[config.mk]
export PLATFORM = sky130hd
export DESIGN_NAME = router_reg_ext
export DESIGN_NICKNAME = d
export VERILOG_FILES = /design/src/rtl/router_pkg.sv /design/src/rtl/router_chk_acc.sv /design/src/rtl/router_reg_ext.sv
export SDC_FILE = /design/constraint.sdc
export NUM_CORES = 1
export LEC_CHECK = 0
export ABC_AREA = 0
export CORE_MARGIN = 8
export CORE_UTILIZATION = 40
export DETAILED_ROUTE_END_ITERATION = 10
export GPL_ROUTABILITY_DRIVEN = 0
export HOLD_SLACK_MARGIN = 0.05
export SLEW_MARGIN = 0
export SYNTH_ARGS = -nofsm -noshare
export SYNTH_HDL_FRONTEND = slang
export SYNTH_SLANG_ARGS = --single-unit
[constraint.sdc]
create_clock -name clock -period 2.2 [get_ports clock]
set_input_delay 0.33 -clock clock [delete_from_list [all_inputs] [get_ports clock]]
set_output_delay 0.33 -clock clock [all_outputs]
set_load 0.02 [all_outputs]
[src/rtl/router_pkg.sv]
// Shared constants and header field helpers for the router datapath.
//   CHK_XOR / CHK_SUM         : check-function selectors for CHK_MODE
//   ERR_CHK_BIT / ERR_LEN_BIT : bit positions inside err_code
//   hdr_len() / hdr_addr()    : extract header fields from a zero-extended header word
package router_pkg;

    localparam int CHK_XOR     = 0;
    localparam int CHK_SUM     = 1;

    localparam int ERR_CHK_BIT = 0;
    localparam int ERR_LEN_BIT = 1;

    // Header is {len, addr}; len occupies bits [data_width-1:addr_width].
    function automatic logic [31:0] hdr_len(input logic [31:0] hdr,
                                            input int          data_width,
                                            input int          addr_width);
        logic [31:0] mask;
        mask = (32'd1 << (data_width - addr_width)) - 32'd1;
        return (hdr >> addr_width) & mask;
    endfunction

    function automatic logic [31:0] hdr_addr(input logic [31:0] hdr,
                                             input int          addr_width);
        logic [31:0] mask;
        mask = (32'd1 << addr_width) - 32'd1;
        return hdr & mask;
    endfunction

endpackage

[src/rtl/router_chk_acc.sv]
// Packet check accumulator: XOR parity or modulo-2^DATA_WIDTH sum.
//   clock, reset : clock and asynchronous active-high reset
//   clear        : zero the accumulator (takes priority over en)
//   en           : fold din into the accumulator
//   din          : byte to accumulate
//   acc          : running check value
module router_chk_acc
    import router_pkg::*;
#(
    parameter int DATA_WIDTH = 8,
    parameter int CHK_MODE   = CHK_XOR
) (
    input  logic                  clock,
    input  logic                  reset,
    input  logic                  clear,
    input  logic                  en,
    input  logic [DATA_WIDTH-1:0] din,
    output logic [DATA_WIDTH-1:0] acc
);

    always_ff @(posedge clock or posedge reset) begin
        if (reset) begin
            acc <= '0;
        end else if (clear) begin
            acc <= '0;
        end else if (en) begin
            // Sum carries fall off the top of the register.
            acc <= (CHK_MODE == CHK_SUM) ? (acc + din) : (acc ^ din);
        end
    end

endmodule

[src/rtl/router_reg_ext.sv]
// Packet data register between the router input port and the per-port FIFOs.
// Latches the header, forwards payload bytes, parks one byte while the FIFO is
// full, and checks each packet (check function plus payload length).
//   clock, reset                      : clock, asynchronous active-high reset
//   pkt_valid, fifo_full, data_in     : input stream and FIFO back-pressure
//   detect_add, lfd_state, ld_state,
//   laf_state, full_state, rst_int_reg: router FSM state strobes
//   dout                              : byte written to the FIFO
//   parity_done, low_pkt_valid        : check byte captured / pkt_valid fell
//   err, err_code, addr_err           : check/length errors, bad destination
module router_reg_ext
    import router_pkg::*;
#(
    parameter int DATA_WIDTH = 8,
    parameter int ADDR_WIDTH = 2,
    parameter int NUM_PORTS  = 3,
    parameter int CHK_MODE   = CHK_XOR,
    parameter int LEN_CHECK  = 1
) (
    input  logic                  clock,
    input  logic                  reset,
    input  logic                  pkt_valid,
    input  logic                  fifo_full,
    input  logic                  detect_add,
    input  logic                  lfd_state,
    input  logic                  ld_state,
    input  logic                  laf_state,
    input  logic                  full_state,
    input  logic                  rst_int_reg,
    input  logic [DATA_WIDTH-1:0] data_in,
    output logic [DATA_WIDTH-1:0] dout,
    output logic                  parity_done,
    output logic                  low_pkt_valid,
    output logic                  err,
    output logic [1:0]            err_code,
    output logic                  addr_err
);

    localparam int LEN_W = DATA_WIDTH - ADDR_WIDTH;
    localparam int CNT_W = LEN_W + 1;

    logic [DATA_WIDTH-1:0] hdr_reg;
    logic [DATA_WIDTH-1:0] hold_reg;
    logic [DATA_WIDTH-1:0] rx_chk;
    logic [DATA_WIDTH-1:0] chk_acc;
    logic [CNT_W-1:0]      pay_cnt;
    logic                  addr_pend;
    logic                  eval_pend;
    logic [31:0]           hdr_ext;
    logic [31:0]           len_ext;
    logic [31:0]           addr_ext;
    logic                  capture;
    logic                  acc_en;
    logic [DATA_WIDTH-1:0] acc_din;

    assign hdr_ext  = 32'(hdr_reg);
    assign len_ext  = hdr_len(hdr_ext, DATA_WIDTH, ADDR_WIDTH);
    assign addr_ext = hdr_addr(hdr_ext, ADDR_WIDTH);

    assign capture  = detect_add && pkt_valid;
    // A new header wins over any load activity in the same cycle.
    assign acc_en   = !detect_add &&
                      (lfd_state || (ld_state && pkt_valid && !full_state && !fifo_full));
    assign acc_din  = lfd_state ? hdr_reg : data_in;

    router_chk_acc #(
        .DATA_WIDTH (DATA_WIDTH),
        .CHK_MODE   (CHK_MODE)
    ) u_chk_acc (
        .clock (clock),
        .reset (reset),
        .clear (capture),
        .en    (acc_en),
        .din   (acc_din),
        .acc   (chk_acc)
    );

    assign err = |err_code;

    always_ff @(posedge clock or posedge reset) begin
        if (reset) begin
            hdr_reg     <= '0;
            hold_reg    <= '0;
            rx_chk      <= '0;
            dout        <= '0;
            pay_cnt     <= '0;
            parity_done <= 1'b0;
            err_code    <= 2'b00;
            addr_err    <= 1'b0;
            addr_pend   <= 1'b0;
            eval_pend   <= 1'b0;
        end else begin
            addr_pend <= 1'b0;
            eval_pend <= 1'b0;

            // Evaluations one cycle behind their trigger; a header capture
            // below overrides them because its clears are assigned later.
            if (addr_pend) begin
                addr_err <= (addr_ext >= 32'(NUM_PORTS));
            end
            if (eval_pend) begin
                err_code[ERR_CHK_BIT] <= (chk_acc != rx_chk);
                err_code[ERR_LEN_BIT] <= (LEN_CHECK != 0) && (32'(pay_cnt) != len_ext);
            end

            if (detect_add) begin
                if (pkt_valid) begin
                    hdr_reg     <= data_in;
                    pay_cnt     <= '0;
                    parity_done <= 1'b0;
                    err_code    <= 2'b00;
                    addr_err    <= 1'b0;
                    addr_pend   <= 1'b1;
                end
            end else begin
                if (lfd_state) begin
                    dout <= hdr_reg;
                end

                if (ld_state) begin
                    if (fifo_full) begin
                        hold_reg <= data_in;
                    end else begin
                        dout <= data_in;
                    end

                    if (pkt_valid && !full_state && !fifo_full && (pay_cnt != '1)) begin
                        pay_cnt <= pay_cnt + 1'b1;
                    end

                    // Check byte: completes now, or after LOAD_AFTER_FULL
                    // replays it when the FIFO was full.
                    if (!pkt_valid && !parity_done) begin
                        rx_chk <= data_in;
                        if (!fifo_full) begin
                            parity_done <= 1'b1;
                            eval_pend   <= 1'b1;
                        end
                    end
                end

                if (laf_state) begin
                    dout <= hold_reg;
                    if (low_pkt_valid && !parity_done) begin
                        parity_done <= 1'b1;
                        eval_pend   <= 1'b1;
                    end
                end
            end
        end
    end

    always_ff @(posedge clock or posedge reset) begin
        if (reset) begin
            low_pkt_valid <= 1'b0;
        end else if (rst_int_reg) begin
            low_pkt_valid <= 1'b0;
        end else if (ld_state && !pkt_valid && !detect_add) begin
            low_pkt_valid <= 1'b1;
        end
    end

endmodule

==> metrics <==
layout cells sized above 1=12.9%; total grt overflow=0; Die ar.=0.00955 mm2; PwrDens=736 mW/mm2; top cell type by total area after synthesis=dfrtp_1; total negative slack=0 ns; YS warnings=0; antenna cell count=0; Distinct cells, synth=37; Clk Latency, worst-skew pair=0.30 ns; post-DP HPWL=4460 um; cell breakdown of the critical path=ha_1 -> and3_1 -> a211o_1 -> or4_1 -> a21oi_1; Max Cap Viol=0; Final nets=313; cts repair resizes=0; commonest non-fill, non-tap cells in the layout=54 x dfrtp_1, 31 x clkdlybuf4s50_1, 28 x nand2_1; critical path data arrival time=2.11 ns; cell family with most CP delay=simple AND/OR/NAND/NOR gates; VDD IR max=0.000467 V; clock slew at reported path FFs=0.09 ns; Fillers=604; Synth Register Bits=54; via-per-instance ratio=5.37; cts bufs inserted=5; Starting Density=41.6%; # DRC=0; Worst-Margin Slew=0.663 ns; Final Hold Slack=0.370 ns; status=finished clean; Area Growth Syn to Fin=20.5%; Synth Instances=254; gr usage total=13.8%; 1st-iter DRT viols=91; Total Wirelength=6370 um; Static Leak=1.47 nW; ys async rst share=100%; post-layout min period=1.88 ns; final worst path period share=85.5%; hold_buf cts=0; row cnt=29; Synth area leaders=dfrtp_1 51%, mux2_2 6.7%, mux2i_1 6.0%, a211o_1 4.3%, a21oi_1 3.9%; Hold Crit Class=in2async; commonest non-fill, non-tap cell in the layout=dfrtp_1; WP buf/inv=0; setup bufs post-CTS=0; Finish-stage setup viols=0; startpoint types=flop; die height=97.7 um; Die Width=97.7 um; Core Util, Final=50.1%; top cell type's share of synthesized area=50.6%; FMAX=0.532 GHz; Core ar.=0.00642 mm2; Detail Route Antenna Nets=0; Clock Sink Count=54; Required @ worst endpoint=2.43 ns; deepest clock path buffer count=2; Post-synth EDFFs=0; Mean Syn Cell Area=10.5 um2; total power=2.37 mW; H-Tree Depth=2; Slew HR=55.7%; initial antenna violation count=0; slowest cell on the critical path=or4_1; IO Port Bufs=31; total number of vias=1,994; largest net degree at the start of global routing=55; Root Driver=clkbuf_8; crit-path max FO=5; global-route wire length before repair=10,600 um; final-report hold violation count=0; Pre-Repair DR Iteration Count=4; RSZ-0062 raised after global routing=false; Max Clock Skew=0.00473 ns; Post-Syn Area=0.00267 mm2; Slew Viols, Final=0; Crit. End Element=flop; Avg WL per Cell=17.2 um; CTS tree=yes; CP peak stage delay=0.50 ns; syn nets=273; sequential element share of the synthesized area=50.6%; vias in the first global route=2,078; Top Ports=32; Crit Path Class=reg2reg; top_reg_cell synth=dfrtp_1
path summary, 6_finish.rpt:
| path | start | end | slack (ns) | cells past startpoint |
|---|---|---|---|---|
| worst max-delay path | pay_cnt[0]$_DFFE_PP0P_ | pay_cnt[5]$_DFFE_PP0P_ | 0.32 | 5 |
| worst min-delay path | reset | hold_reg[0]$_DFFE_PP0P_ | 0.37 | 3 |
| worst max register to register | pay_cnt[0]$_DFFE_PP0P_ | pay_cnt[5]$_DFFE_PP0P_ | 0.32 | 5 |
| worst min register to register | eval_pend$_DFF_PP0_ | err_code[0]$_DFF_PP0_ | 0.51 | 1 |
| max in group asynchronous | reset | hold_reg[4]$_DFFE_PP0P_ | 1.55 | 3 |
| min in group clock | eval_pend$_DFF_PP0_ | err_code[0]$_DFF_PP0_ | 0.51 | 1 |
stage by stage:
stage | setup slack, ns | std cells | cell area [um2]
4_1_cts | 0.317 | 371 | 3220
3_5_place_dp | 0.151 | 364 | 3140
5_1_grt | 0.213 | 371 | 3220
2_1_floorplan | 0.449 | 254 | 2670
3_3_place_gp | 0.182 | 364 | 3140
6_report | 0.320 | 371 | 3220
worst register-to-register path, stage by stage (launching register included):
cell	delay, ns
dfrtp_1	0.44
ha_1	0.23
and3_1	0.21
a211o_1	0.28
or4_1	0.50
a21oi_1	0.15
cells by family (layout without fill, tap and decap cells):
family | count (synthesis) | count (layout) | share of synthesized area, %
AND/OR/NAND/NOR | 81 | 81 | 15.2
multiplexers | 32 | 32 | 12.7
flip-flops | 54 | 54 | 50.6
buffers and inverters | 16 | 56 | 2.39
AO/OA/AOI/OAI | 52 | 52 | 12.7
adder cells (fa/ha/maj) | 1 | 1 | 0.468
XOR/XNOR | 18 | 18 | 5.90
power by group:
part	leakage, nW	total, mW	internal (mW)	switching (mW)
logic	0.758	0.571	0.309	0.261
clock network	0.0383	0.521	0.220	0.301
registers	0.675	1.28	1.14	0.135
total	1.47	2.37	1.67	0.697
cell type report:
class                           instances  area, um2  area share, %
Timing Repair Buffer                   44        420           13.1
Sequential cell                        54       1350           42.0
Tap cell                               77       96.3           2.99
Clock buffer                            7       76.3           2.37
Inverter                                5       18.8          0.583
Multi-Input combinational cell        184       1260           39.0
cells in the mapped netlist, drive strengths merged, types with 2 or more instances:
| library cell | count |
|---|---|
| xor2 | 6 |
| mux2 | 16 |
| inv | 5 |
| and3 | 7 |
| nand2b | 3 |
| a211o | 13 |
| dfrtp | 54 |
| nand3 | 5 |
| nor2b | 8 |
| nor3 | 7 |
| nand3b | 2 |
| a22o | 3 |
| mux2i | 16 |
| o21ai | 7 |
| a21oi | 21 |
| nand2 | 28 |
| xnor2 | 12 |
| buf | 4 |
| o31ai | 2 |
| nor2 | 14 |
| clkbuf | 7 |
per-layer routing:
metal  vias up  GRT usage (%)  part of all wire (%)
li1        976              -                     -
met1       979           17.8                    49
met2        31           22.5                    47
met3         8           2.87                   2.8
met4         0           4.32                   1.7
met5         -              0                     0
Power figures use the tool's default switching activity.
